[src/rtl/stream_mux_rr.sv]
// stream_mux_rr
//   N-channel, W-bit streaming multiplexer with a valid/ready handshake
//   and one registered output stage. The channel is chosen by an external
//   select (MODE 0), round-robin (MODE 1) or fixed lowest-index priority
//   (MODE 2). Once a multi-beat packet starts, the grant stays on that
//   channel until its last beat is accepted.
//
// Ports
//   clk        rising-edge clock
//   rst_n      asynchronous active-low reset
//   sl         channel select, used only in MODE 0
//   in_valid   per-channel beat valid
//   in_ready   per-channel beat accepted this cycle (combinational, one-hot or zero)
//   in_data    channel i occupies bits [i*W +: W]
//   in_last    per-channel end-of-packet flag
//   out_valid  output register holds a beat
//   out_ready  downstream accepts the beat
//   out_data   registered data
//   out_last   registered last flag
//   out_chan   source channel index of the current beat
module stream_mux_rr #(
    parameter int W    = 32,
    parameter int N    = 4,
    parameter int SLW  = 2,
    parameter int MODE = 0
) (
    input  logic           clk,
    input  logic           rst_n,
    input  logic [SLW-1:0] sl,
    input  logic [N-1:0]   in_valid,
    output logic [N-1:0]   in_ready,
    input  logic [N*W-1:0] in_data,
    input  logic [N-1:0]   in_last,
    output logic           out_valid,
    input  logic           out_ready,
    output logic [W-1:0]   out_data,
    output logic           out_last,
    output logic [SLW-1:0] out_chan
);

    logic           load_en;
    logic           grant_vld;
    logic [SLW-1:0] grant_chan;
    logic [W-1:0]   grant_data;
    logic           grant_last;
    logic           accept;

    logic           vld_p1;
    logic [W-1:0]   data_p1;
    logic           last_p1;
    logic [SLW-1:0] chan_p1;

    logic           locked;
    logic [SLW-1:0] lock_chan;
    logic [SLW-1:0] rr_ptr;

    // ---- Stage 0: grant selection on the incoming beats ----

    assign load_en = !vld_p1 | out_ready;

    always_comb begin : grant_sel
        int j;
        j          = 0;
        grant_vld  = 1'b0;
        grant_chan = '0;
        if (locked) begin
            // An open packet keeps its channel even if that channel stalls.
            for (int i = 0; i < N; i++) begin
                if (lock_chan == SLW'(i) && in_valid[i]) begin
                    grant_vld  = 1'b1;
                    grant_chan = SLW'(i);
                end
            end
        end else if (MODE == 0) begin
            // Select values >= N never match a channel, so they grant nothing.
            for (int i = 0; i < N; i++) begin
                if (sl == SLW'(i) && in_valid[i]) begin
                    grant_vld  = 1'b1;
                    grant_chan = SLW'(i);
                end
            end
        end else if (MODE == 1) begin
            // Scan offsets from far to near so the nearest valid channel at
            // or after rr_ptr is the last one written; wrap without needing
            // N to be a power of two.
            for (int k = N - 1; k >= 0; k--) begin
                j = int'(rr_ptr) + k;
                if (j >= N) j = j - N;
                if (in_valid[j]) begin
                    grant_vld  = 1'b1;
                    grant_chan = SLW'(j);
                end
            end
        end else begin
            for (int i = N - 1; i >= 0; i--) begin
                if (in_valid[i]) begin
                    grant_vld  = 1'b1;
                    grant_chan = SLW'(i);
                end
            end
        end
    end

    always_comb begin : grant_mux
        grant_data = '0;
        grant_last = 1'b0;
        for (int i = 0; i < N; i++) begin
            if (grant_chan == SLW'(i)) begin
                grant_data = in_data[i*W +: W];
                grant_last = in_last[i];
            end
        end
    end

    // rst_n gating keeps in_ready quiet while reset is held.
    assign accept = rst_n & load_en & grant_vld;

    always_comb begin : ready_gen
        in_ready = '0;
        for (int i = 0; i < N; i++) begin
            in_ready[i] = accept && (grant_chan == SLW'(i));
        end
    end

    // ---- Stage 1: output register, packet lock and round-robin pointer ----

    always_ff @(posedge clk or negedge rst_n) begin
        if (!rst_n) begin
            vld_p1    <= 1'b0;
            data_p1   <= '0;
            last_p1   <= 1'b0;
            chan_p1   <= '0;
            locked    <= 1'b0;
            lock_chan <= '0;
            rr_ptr    <= '0;
        end else begin
            if (load_en) begin
                vld_p1 <= accept;
                if (accept) begin
                    data_p1 <= grant_data;
                    last_p1 <= grant_last;
                    chan_p1 <= grant_chan;
                end
            end
            if (accept) begin
                if (grant_last) begin
                    locked <= 1'b0;
                    rr_ptr <= (grant_chan == SLW'(N - 1)) ? '0 : grant_chan + 1'b1;
                end else begin
                    locked    <= 1'b1;
                    lock_chan <= grant_chan;
                end
            end
        end
    end

    assign out_valid = vld_p1;
    assign out_data  = data_p1;
    assign out_last  = last_p1;
    assign out_chan  = chan_p1;

endmodule

[config.mk]
export PLATFORM = sky130hd
export DESIGN_NAME = stream_mux_rr
export DESIGN_NICKNAME = d
export VERILOG_FILES = /design/src/rtl/stream_mux_rr.sv
export SDC_FILE = /design/constraint.sdc
export NUM_CORES = 1
export LEC_CHECK = 0
export ABC_AREA = 1
export CAP_MARGIN = 20
export CORE_ASPECT_RATIO = 0.6
export CORE_MARGIN = 4
export CORE_UTILIZATION = 37
export DETAILED_ROUTE_END_ITERATION = 8
export PLACE_DENSITY = 0.92
export SYNTH_ARGS = -nofsm -noshare
export SYNTH_HDL_FRONTEND = slang
export SYNTH_SLANG_ARGS = --single-unit
[constraint.sdc]
create_clock -name clk -period 1.6 [get_ports clk]
set_input_delay 0.24 -clock clk [delete_from_list [all_inputs] [get_ports clk]]
set_output_delay 0.24 -clock clk [all_outputs]
set_load 0.02 [all_outputs]
# After elaboration in Yosys (flattened, before gate mapping)

Cells that the tools add are included.
W data, S select, Z words.

Memories kept: 0
Memory bits (writable): 0
Bits in latches: 0
Flip-flop bits (word level): 39
Input port bits: 141
Logic and storage cells: 62
ROM bits: 0

Reduce and logical (&&, ||, !) cells: 18
Bitwise operators: 4
Equal/unequal tests: 9
Div/mod/pow operators: 0
Order comparisons: 0
Shift-type cells: 0
Add/sub/neg operators: 0
Multipliers: 0
Multiplexer cells: 25

Operator list:

| kind                 | count |
|---|---|
| $mux W32             | 4 |
| $mux W1              | 16 |
| $eq A2 B2 Y1 const B | 6 |
| $logic_and A1 B1 Y1  | 12 |
| $mux W2              | 5 |
| $eq A2 B1 Y1 const B | 3 |
| $logic_not A2 Y1     | 3 |
| $reduce_and A2 Y1    | 2 |
| $and A1 B1 Y1        | 2 |
| $logic_not A1 Y1     | 1 |
| $not A1 Y1           | 1 |
| $or A1 B1 Y1         | 1 |

# Longest topological paths before layout

Depth after elaboration: 13
Gate-level depth with buffers: 12
Gate-level depth less buffers: 11

# Least setup slack after synthesis

OpenSTA, ideal clock, no wires.

Path type: register -> output
From: register lock_chan[0]
To: output in_ready[1]
Cell stages (with the launch flop): 11
Setup slack: -0.156 ns
Path buffers: 1
Arrival time: 1.516 ns
Path through: dfrtp_1 > inv_1 > nand3_1 > nand2_1 > inv_1 > nand2_1 > nand2_1 > nor2_4 > buf_4 > nand2_1 > nor2_1

Cells in the longest elaborated chain, start to end: 9
Elaborated cells between the ends (all ways): 20
Classes of those cells: eq/ne (4); mux (9); bitwise (1); reduce/logical (6)

Ends and longest elaborated chain:

| element                 | line | text |
|---|---|---|
| start, declared         | 54   | `logic [SLW-1:0] lock_chan;` |
| start signal, assigned  | 151  | `lock_chan <= grant_chan;` |
| $logic_not A2 Y1        | 69   | `if (lock_chan == SLW'(i) && in_valid[i]) begin` |
| $logic_and A1 B1 Y1     | 69   |  |
| $mux W1 (4 in series)   | 69   |  |
| $mux W1                 | 66   | `if (locked) begin` |
| $and A1 B1 Y1           | 116  | `assign accept = rst_n & load_en & grant_vld;` |
| $logic_and A1 B1 Y1 (*) | 121  | `in_ready[i] = accept && (grant_chan == SLW'(i));` |
| end, declared           | 31   | `output logic [N-1:0] in_ready,` |

Every way passes the cells marked *; elsewhere a longest branch is shown, timed or not.

# Worst setup path in the final report

From: register lock_chan[1]
To: output in_ready[1]

The elaborated chain is that of the path after synthesis.

==> key figures <==
Synth
  – Syn Nets: 594
  – Main flop type after synthesis: dfrtp_1
  – EDFF count, synth: 0
  – Ys async rst share: 1.00
  – Synthesis Warnings: 0
  – Cells after Synth: 453
  – Post-synth cell types: 21
  – Post-Syn Area: 2810 µm²
  – Area leader, netlist: dfrtp_1
  – Synthesized flop and latch total: 39
  – Synth top area cells: dfrtp_1 (35%), nand2_1 (22%), nand3_1 (17%), nor2_1 (9.4%), inv_1 (3.5%)
  – Avg Cell Area, Syn: 6.20 µm²
  – Post-synth top cells: nand2_1 (163), nand3_1 (93), nor2_1 (70)
  – Yosys top cell area share: 0.348
  – Register area share after synthesis: 0.348
  – Dominant cell by count in the synthesized netlist: nand2_1

Detailed routing
  – Avg WL per Cell: 17.3 µm
  – Pre-antenna DRT Iters: 4
  – Via density: 5.14
  – Total number of vias: 3,944
  – Starting DRT DRC Count: 284
  – Post-route ant nets: 0
  – Final WL: 13,300 µm
  – Drc violations: 0

Layout
  – Fillers: 507
  – Syn-to-layout area delta: 101%
  – Final net count: 803
  – Layout cells sized above 1: 0.216
  – Core Util, Final: 0.770
  – Antenna Cells: 0
  – Cell Count, Final, Fillers Out: 767

Clocking
  – Root Driver: clkbuf_16
  – CTS Hold Bufs: 0
  – Clock Latency Late Sink: 0.28 ns
  – Num CTS Buffers: 5
  – H-tree depth: 2
  – Clk pin slew, worst setup/hold paths: 0.06 ns
  – CTS sink cnt: 39
  – CTS Buffer Depth: 2
  – CTS tree: yes

Die
  – Die Span X: 120 µm
  – Initial core utilization: 0.383
  – IO Pins: 181
  – # rows: 24
  – Die area: 9090 µm²
  – Die height: 75.5 µm
  – Core region area: 7330 µm²

STA
  – Hold Vio Cnt, Final: 0
  – Max Fclk: 0.535 GHz
  – Crit path time final: 1.87 ns
  – Slew Limit Fails: 0
  – Final setup fails: 41
  – Skew final: 0.00623 ns
  – Crit path setup slack, layout: -0.270 ns
  – Pin slew with the least headroom to its limit: 0.524 ns
  – Slew margin rel.: 0.651
  – RSZ-0062 raised after global routing: true
  – Final Cycle Share: 1.17

Global route
  – Number of global-route vias before repair: 3,738
  – Global-route wire length before repair: 17,900 µm
  – GR Overflow Total: 0
  – Global Route Usage Sum: 0.247
  – Initial antenna violation count: 0
  – Largest net degree at the start of global routing: 40

Worst setup path
  – Crit Reg-Reg Endpoint: out_data[8]$_DFFE_PN0P_
  – Worst path slowest cell: dfrtp_2
  – Data arrival time of the worst path: 1.63 ns
  – Crit path kind: reg -> out
  – R2R setup slack: -0.17 ns
  – Worst-path fanout max: 4
  – CP endpoint: in_ready[1]
  – Buffers and inverters on the worst path: 3
  – CP required: 1.36 ns
  – Reg2Reg Depth: 12
  – Critical path launch point type: flop
  – Max stage delay on crit path: 0.47 ns
  – CP Cell Sequence: inv_2 > nand3_4 > inv_2 > nor2_4 > nand2_4 > nand2_4 > nor2_4 > nand2_2 > nor2_4 > buf_6
  – Most used cell, CP: nor2_4
  – Reg-to-Reg Start: lock_chan[0]$_DFFE_PN0P_
  – Delay-heaviest family, CP: simple AND/OR/NAND/NOR gates
  – CP Depth: 10
  – Worst setup EP type: output pin
  – Beginning of the critical path: lock_chan[1]$_DFFE_PN0P_

Power and ir drop
  – Leak pwr: 0.00262 µW
  – Worst vdd ir: 0.785 mV
  – Pwr dens: 1650 nW/µm²

Outcome
  – Status: complete, but fails checks
  – Failing checks: negative setup slack

Place
  – Placer congestion estimate: 0.854
  – Dpl cells: 737
  – Post-DP HPWL: 8860 µm
  – Number of port buffers: 180

Min path
  – HP Class: in -> async

Flow run
  – Maxcap violations: 0
-- through the flow --
step	setup WS [ns]	hold slack, ns	power, µW	TNS, ns	instance area (µm²)
2_1_floorplan	-0.0368	-0.0556	4560	-0.141	2830
3_3_place_gp	-0.664	0.367	6460	-18.47	4810
3_5_place_dp	-0.794	0.365	6680	-23.84	4810
4_1_cts	-0.194	0.0699	8130	-3.78	5140
5_1_grt	-0.335	0.0950	9890	-8.93	5640
6_report	-0.270	0.0409	9310	-5.11	5640
-- how the worst min path moves through the flow --
stage | end | from | depth (start not counted)
floorplan | lock_chan[0]$_DFFE_PN0P_ | rst_n | 0
global placement | out_valid$_DFFE_PN0N_ | rst_n | 2
detailed placement | out_data[0]$_DFFE_PN0P_ | rst_n | 2
CTS | out_data[17]$_DFFE_PN0P_ | rst_n | 2
global route | out_data[0]$_DFFE_PN0P_ | rst_n | 2
finish | out_data[0]$_DFFE_PN0P_ | rst_n | 2
-- where the power goes --
group	internal [µW]	total, µW	switching, µW
Combinational	2950	6360	3410
Sequential	1460	1780	324
Clock	775	1170	390
Total	5180	9310	4130
-- metal layers --
metal  GRT usage  share of wire
met4      0.0666          0.020
met3      0.0675           0.10
met5           0              0
met1       0.298           0.39
met2       0.446           0.49
-- area by class of cell --
| type | count | area (µm²) | share of cell area |
|---|---|---|---|
| Timing Repair Buffer | 225 | 2360 | 0.418 |
| Multi-Input combinational cell | 362 | 1890 | 0.334 |
| Sequential cell | 39 | 980 | 0.174 |
| Clock buffer | 6 | 139 | 0.0246 |
| Tap cell | 104 | 130 | 0.0231 |
| Inverter | 29 | 116 | 0.0206 |
| Clock inverter | 2 | 35.0 | 0.00621 |
-- state kept, by name (all words and copies together) (netlist names) --
name       flops
locked         1
out_data      32
out_chan       2
lock_chan      2
out_valid      1
out_last       1
-- timing repair --
item	in CTS	in global routing
hold endpoints to repair	0	0
gates resized for setup	71	66
setup endpoints to repair	41	40
cloned	0	4
buffers inserted	1	17
pin swaps	10	21
-- logic make-up (layout without fill, tap and decap cells) --
| kind of cell | Yosys count | in the layout | share of synthesized area |
|---|---|---|---|
| AO/OA/AOI/OAI | 15 | 15 | 0.0276 |
| buffers and inverters | 52 | 262 | 0.0927 |
| flip-flops | 39 | 39 | 0.348 |
| AND/OR/NAND/NOR | 347 | 347 | 0.532 |
-- cell usage in the layout (no fill, tap or decap), drive strengths merged --
master         Yosys  routed
inv               29      29
nor2              73      73
or2               11      11
clkdlybuf4s50      0     170
buf               22      47
clkbuf             1       9
o21a               1       1
bufinv             0       1
o21ai             13      13
nand2            168     168
dfrtp             39      39
nand3             95      95
clkinv             0       1
a21oi              1       1
dlygate4sd2        0       5
Power figures use the tool's default switching activity.
